--- config.mk ---
export PLATFORM = sky130hd
export DESIGN_NAME = operand_stack
export DESIGN_NICKNAME = d
export VERILOG_FILES = /design/src/rtl/operand_stack.sv
export SDC_FILE = /design/constraint.sdc
export NUM_CORES = 1
export LEC_CHECK = 0
export ABC_AREA = 1
export CAP_MARGIN = 20
export CORE_UTILIZATION = 37
export CTS_CLUSTER_SIZE = 30
export DETAILED_ROUTE_END_ITERATION = 10
export PLACE_DENSITY = 0.52
export SETUP_SLACK_MARGIN = 0.05
export SYNTH_ARGS = -nofsm -noshare
export SYNTH_HDL_FRONTEND = slang
export SYNTH_SLANG_ARGS = --single-unit
--- constraint.sdc ---
create_clock -name clk -period 2.9 [get_ports clk]
set_input_delay 0.435 -clock clk [delete_from_list [all_inputs] [get_ports clk]]
set_output_delay 0.435 -clock clk [all_outputs]
set_load 0.01 [all_outputs]
--- src/rtl/operand_stack.sv ---
// LIFO operand stack answering the stk_push/stk_pop/stk_data bus.
// Pops return data one cycle later through a registered output; errors are sticky.
module operand_stack #(
    parameter int DATA_LEN = 8,
    parameter int DEPTH    = 16,
    parameter int ADDR_LEN = 4
) (
    input  logic                clk,
    input  logic                rstn,
    input  logic                stk_push,
    input  logic                stk_pop,
    input  logic [DATA_LEN-1:0] stk_data_in,
    output logic [DATA_LEN-1:0] stk_data_out,
    input  logic                stk_clr,
    input  logic                err_clr,
    output logic [ADDR_LEN:0]   count,
    output logic                empty,
    output logic                full,
    output logic                ovf_err,
    output logic                unf_err
);

    localparam logic [ADDR_LEN:0] DEPTH_C = (ADDR_LEN+1)'(DEPTH);

    logic [DATA_LEN-1:0] mem_q [DEPTH];
    logic [ADDR_LEN:0]   sp_q, sp_d;
    logic [DATA_LEN-1:0] dout_q, dout_d;
    logic                ovf_q, ovf_d;
    logic                unf_q, unf_d;

    logic                we;
    logic [ADDR_LEN-1:0] waddr;
    logic [ADDR_LEN:0]   sp_m1;
    logic [ADDR_LEN-1:0] top;
    logic                push_only, pop_only, swap;

    assign count = sp_q;
    assign empty = (sp_q == '0);
    assign full  = (sp_q == DEPTH_C);

    assign stk_data_out = dout_q;
    assign ovf_err      = ovf_q;
    assign unf_err      = unf_q;

    assign sp_m1 = sp_q - 1'b1;
    assign top   = sp_m1[ADDR_LEN-1:0];

    // Pulled-down bus lines: only a driven 1 counts as a request.
    assign push_only = stk_push && !stk_pop;
    assign pop_only  = stk_pop && !stk_push;
    assign swap      = stk_push && stk_pop;

    always_comb begin
        sp_d   = sp_q;
        dout_d = dout_q;
        ovf_d  = ovf_q;
        unf_d  = unf_q;
        we     = 1'b0;
        waddr  = '0;

        // Clearing first lets an error raised this cycle overwrite it below.
        if (err_clr) begin
            ovf_d = 1'b0;
            unf_d = 1'b0;
        end

        if (stk_clr) begin
            sp_d   = '0;
            dout_d = '0;
        end else if (push_only) begin
            if (!full) begin
                we    = 1'b1;
                waddr = sp_q[ADDR_LEN-1:0];
                sp_d  = sp_q + 1'b1;
            end else begin
                ovf_d = 1'b1;
            end
        end else if (pop_only) begin
            if (!empty) begin
                dout_d = mem_q[top];
                sp_d   = sp_m1;
            end else begin
                dout_d = '0;
                unf_d  = 1'b1;
            end
        end else if (swap) begin
            if (!empty) begin
                dout_d = mem_q[top];
                we     = 1'b1;
                waddr  = top;
            end else begin
                // Swap on an empty stack still lands the pushed value.
                dout_d = '0;
                unf_d  = 1'b1;
                we     = 1'b1;
                waddr  = '0;
                sp_d   = (ADDR_LEN+1)'(1);
            end
        end
    end

    always_ff @(posedge clk or negedge rstn) begin
        if (!rstn) begin
            sp_q   <= '0;
            dout_q <= '0;
            ovf_q  <= 1'b0;
            unf_q  <= 1'b0;
        end else begin
            sp_q   <= sp_d;
            dout_q <= dout_d;
            ovf_q  <= ovf_d;
            unf_q  <= unf_d;
        end
    end

    always_ff @(posedge clk) begin
        if (we) mem_q[waddr] <= stk_data_in;
    end

endmodule

=== Yosys cells after proc, flatten, opt, wreduce, memory -nomap -nowiden ===
Memory sizes are Yosys's and may differ from the RTL's.
Cells that the tools add are included.

* Bits in registers: 15
* RAM bits: 128
* Word-level logic and storage cells: 57
* Memories kept: 1

* Add/subtract/negate cells: 2
* Equal/unequal tests: 4
* Mux-type cells: 35
* Reductions and logical operators: 11

{| class="wikitable"
|+ Memory list
! name !! words !! bits a word !! rd ports !! clocked after Yosys merged registers in !! write ports !! line !! source
|-
| mem_q || 16 || 8 || 1 || 0 || 1 || 25 || <nowiki>logic [DATA_LEN-1:0] mem_q [DEPTH];</nowiki>
|}

{| class="wikitable"
|+ Operator list
! kind !! count
|-
| 2-to-1 mux 8 bit || 5
|-
| 2-to-1 mux 5 bit || 7
|-
| 2-to-1 mux 4 bit || 6
|-
| 2-to-1 mux 1 bit || 17
|-
| nonzero test 4 bit || 2
|-
| adder 5 x 1 -> 5 bit (second input constant) || 1
|-
| == test 5 bit (second input constant) || 1
|-
| logical NOT 5 bit || 1
|-
| subtractor 5 x 1 -> 5 bit (second input constant) || 1
|-
| inequality test 4 bit (second input constant) || 1
|-
| AND reduction 4 bit || 1
|-
| logical AND 1 bit || 3
|-
| inequality test 3 bit (second input constant) || 1
|-
| nonzero test 3 bit || 1
|-
| logical NOT 1 bit || 2
|-
| inequality test 2 bit (second input constant) || 1
|-
| AND reduction 2 bit || 1
|}

=== Depth between registers and ports, before layout ===
* Depth in word-level cells: 7
* Mapped depth: 14
* Depth with buffers taken out: 11

=== Worst setup path after synthesis ===
No wires, ideal clock.

* Path type: register -> register
* From: reg sp_q[0] (netlist: count[0])
* To: mem mem_q[1][0], enable pin
* Library setup time: 0.370 ns
* Arrival time: 2.078 ns
* Required time: 2.530 ns
* Setup slack: 0.452 ns
* Cell stages (with the launch flop): 15
* Period minus slack after synthesis: 2.448 ns
* Path through: dfrtp_1 > buf_6 > inv_4 > buf_6 > buf_2 > ha_1 > inv_1 > nand2_1 > nand2_2 > inv_4 > nand3_1 > nand2_2 > inv_2 > nand2_1 > nor2_1

* Cells in the longest elaborated chain, start to end: 6
* Elaborated cells between the ends (all ways): 14
* Classes of those cells: add/sub (1); eq/ne (1); mux (11); reduce/logical (1)

{| class="wikitable"
|+ Ends and longest elaborated chain
! what !! line !! source
|-
| start: declaration || 26 || <nowiki>logic [ADDR_LEN:0] sp_q, sp_d;</nowiki>
|-
| start signal: assignment || 109 || <nowiki>sp_q <= sp_d;</nowiki>
|-
| subtractor 5 x 1 -> 5 bit, or another cell as far along || 45 || <nowiki>assign sp_m1 = sp_q - 1'b1;</nowiki>
|-
| 2-to-1 mux 4 bit / 2-to-1 mux 1 bit (equally long branches) || 87, 71 ||
|-
| 2-to-1 mux 4 bit / 2-to-1 mux 1 bit (equally long branches) || 86, 70 ||
|-
| 2-to-1 mux 4 bit / 2-to-1 mux 1 bit (equally long branches) || 78, 67 ||
|-
| 2-to-1 mux 4 bit / 2-to-1 mux 1 bit (equally long branches) || 70, 117 ||
|-
| 2-to-1 mux 4 bit / 2-to-1 mux 1 bit (equally long branches) || 67, 117 ||
|-
| end: declaration || 25 ||
|}

Parallel ways exist; a longest one is shown, timed or not.

=== Worst setup path in the final report ===
* From: reg sp_q[0] (netlist: count[0])
* To: mem mem_q[12][5], enable pin

The elaborated chain is that of the path after synthesis.

==> implementation parameters <==
Parameter                              Value

Status
  Result of the run ... finished, final reports clean

Setup path
  CP endpoint kind ... flop
  Arrival time of data at the critical path endpoint ... about 2600 ps
  CP Cell Sequence ... inv_4, buf_4, nand2_1, nand2_1, nand2_1, o21ai_2, nand2_2, nor2_1
  Register-to-register setup slack ... 330 ps
  Levels on crit path ... 8
  Kind of critical path ... flop to flop
  Startpoint type of the worst setup path ... flop
  Family with the most delay on the worst path ... simple AND/OR/NAND/NOR gates
  Data required time at the worst endpoint ... 2950 ps
  Reg2reg path depth ... 8
  Peak fanout along the critical path ... 34
  Largest stage delay on the critical path ... 550 ps
  Most prevalent standard cell on the critical path ... nand2_1
  Slowest stage cell, crit path ... nor2_1
  Crit path buffers/inverters ... 2

STA
  Actual transition at the worst max-transition pin ... 771 ps
  Number of hold violations in the final report ... 0
  Slew Limit Headroom ... 48.4%
  Share of the clock period used by the worst path ... 88.5%
  Final-report max-slew violation count ... 0
  Number of setup violations in the final report ... 0
  RSZ-0062 raised after global routing ... false
  Shortest clock period the worst path allows after layout ... 2570 ps
  TNS Setup ... 0 ps
  Clock skew after layout ... 10.8 ps
  Maximum achievable frequency ... 0.390 GHz
  WHS ... around 420 ps

Synth
  Post-synthesis cell count ... around 570
  Syn Nets ... just under 600
  Async set-or-reset flop fraction in the synthesized netlist ... 10.5%
  Basic-gate share of the synthesized area counting and, or, nand and nor cells ... 25.7%
  Mapped cell area ... 6300 um^2
  Count of flip-flops with a built-in enable after synthesis ... 128
  Number of synthesized register bits ... around 140
  Average cell area after synthesis ... 11.0 um^2
  XOR/XNOR share of the synthesized area ... 0%
  Yosys Warn Count ... 0
  Ranking of synthesized cells by area ... edfxtp_1 61%, nand2_1 11%, nand3_1 10%
  Area fraction in compound gates after synthesis ... 1.43%
  Multiplexer share of the synthesized area ... 0%
  Yosys top cell area share ... between 60% and 70%
  Top-count cell post-synth ... nand2_1
  Dominant combinational cell family by area after synthesis ... simple AND/OR/NAND/NOR gates
  Adder-cell share of the synthesized area ... 1.39%
  Most common library cells after synthesis ... 180 x nand2_1, 130 x nand3_1, 128 x edfxtp_1, 25 x nor2_1, 16 x inv_1
  Most area-hungry cell type in the Yosys netlist ... edfxtp_1
  Distinct cells, synth ... 30
  Part of the Yosys area used for sequential elements ... 66.9%
  Primary flip-flop cell chosen by synthesis mapping ... edfxtp_1

Detailed routing
  Antenna-violating nets left ... 0
  Initial detailed-routing violation count ... 374
  Drc violations ... 0
  Post-detailed-routing wire length ... 15300 um
  Number of iterations in the first detailed-routing pass ... 5
  Routed wire per std cell ... 17.8 um
  Routed via count divided by cell count ... 5.02
  Via count ... 4308

Clocking
  Root buf cell ... clkbuf_16
  Maximum root-to-sink buffer count ... 2
  CTS tree ... built
  CTS H-tree depth ... 4
  Worst-skew pair later-pin latency ... 420 ps
  Post-CTS setup-driven buffer insertion count ... 0
  Clock-pin slew reported for the worst setup and hold paths after clock tree synthesis ... 60 ps
  Num CTS Buffers ... 17
  Clock net sink count ... 143

Layout
  Inserted Diodes ... 0
  Number of nets at the end of the flow ... approximately 650
  Final core occ ... 45.0%
  Layout filler cell count ... 1527
  Share of post-route cells with drive strength above 1 ... between 10% and 20%
  Area growth, synth to finish ... 18.3%

Global routing
  Remaining Overflow, GRT ... 0
  Maximum number of pins on one net before global-route repair ... 69
  Wire length of the first global-routing pass ... ~24000 um
  Total global-route track usage ... between 10% and 20%
  Vias in the first global route ... 4183
  Initial antenna violation count ... 0

Place
  Buffers on Ports ... 30
  GPL Wtd Cong ... 0.867
  HPWL after detailed placement ... 10000 um

Pwr
  Cell area power density ... 864 nW/um^2
  Cell leakage power ... 2.85 nW
  VDD IR-drop max ... 0.474 mV

Die
  Initial core utilization ... 38.0%
  Placeable core region ... 16600 um^2
  Die height ... approximately 130 um
  Area enclosed by the die boundary ... 17600 um^2
  Row count ... 47
  Number of placed I/O pins ... 31
  Horizontal die dimension ... 133 um

Flow run
  Number of max-cap violations ... 0

Hold path
  Worst hold path type ... input port to async pin
## cell type report
class / count / area, um^2 / area share, %
sequential: 143 / 4220 / 56.6
multi-input combinational: 379 / 1810 / 24.2
timing repair buffer: 61 / 533 / 7.15
clock buffer: 19 / 433 / 5.81
tap: 220 / 275 / 3.69
clock inverter: 13 / 97.6 / 1.31
inverter: 23 / 91.3 / 1.23
## sequential cells by signal, summed over array words and instances, names as in the netlist
name          count
count             5
mem_q           128
ovf_err           1
stk_data_out      8
unf_err           1
## layer usage
layer | GRT usage [%] | vias to the layer above | wire length, um
li1 | - | 2084 | -
met1 | 26.0 | 2092 | 7240
met2 | 29.4 | 114 | 7230
met3 | 3.83 | 18 | 558
met4 | 6.96 | 0 | 237
met5 | 0 | - | 0
## repair_timing
item | 4_1_cts | 5_1_grt
hold endpoints to repair | 0 | 0
setup endpoints to repair | 0 | 9
gates resized for setup | 0 | 2
hold buffers | 0 | 0
## logic make-up after synthesis
logic type / count (synthesis)
AOI/OAI and AO/OA: 15
adders and majority gates: 7
buffers and inverters: 52
DFF: 143
and+or+nand+nor: 357
## final timing paths
kind                                 start              end
setup / recovery                  count[0]     mem_q[12][5]
min in group clk           stk_data_out[5]  stk_data_out[5]
max in group asynchronous             rstn         count[0]
setup reg to reg                  count[0]     mem_q[12][5]
hold reg to reg            stk_data_out[5]  stk_data_out[5]
hold / removal                        rstn         count[3]
## cells in the final DEF, fill, tap and decap left out, types with 5 or more instances in the layout
| cell | Yosys | final |
|---|---|---|
| dfrtp_1 | 15 | 14 |
| edfxtp_1 | 128 | 128 |
| clkinv_1 | 2 | 6 |
| clkbuf_16 | 0 | 17 |
| inv_1 | 16 | 16 |
| nor2_2 | 3 | 5 |
| nand2_2 | 7 | 7 |
| nand2_1 | 180 | 180 |
| nor2_1 | 25 | 23 |
| o21ai_0 | 7 | 7 |
| ha_1 | 7 | 7 |
| clkdlybuf4s50_1 | 0 | 30 |
| nand3_1 | 130 | 130 |
| buf_4 | 5 | 31 |
## report_power, final
group	internal, mW	leakage [nW]	switching, mW
registers	2.35	1.36	0.0565
logic	0.654	1.24	1.42
clock network	1.16	0.257	0.803
total	4.16	2.85	2.28
## per-stage QoR
step / cells / area, um^2 / worst slack (ps) / total power [mW]
finish: 858 / 7460 / 333 / 6.44
CTS: 858 / 7450 / 246 / 6.51
global placement: 826 / 6920 / 40.5 / 4.53
floorplan: 574 / 6300 / 452 / 3.83
global route: 858 / 7460 / 72.8 / 6.80
detailed placement: 826 / 6920 / 0.260 / 4.53
Note: power is estimated with default switching activity, not from simulation.
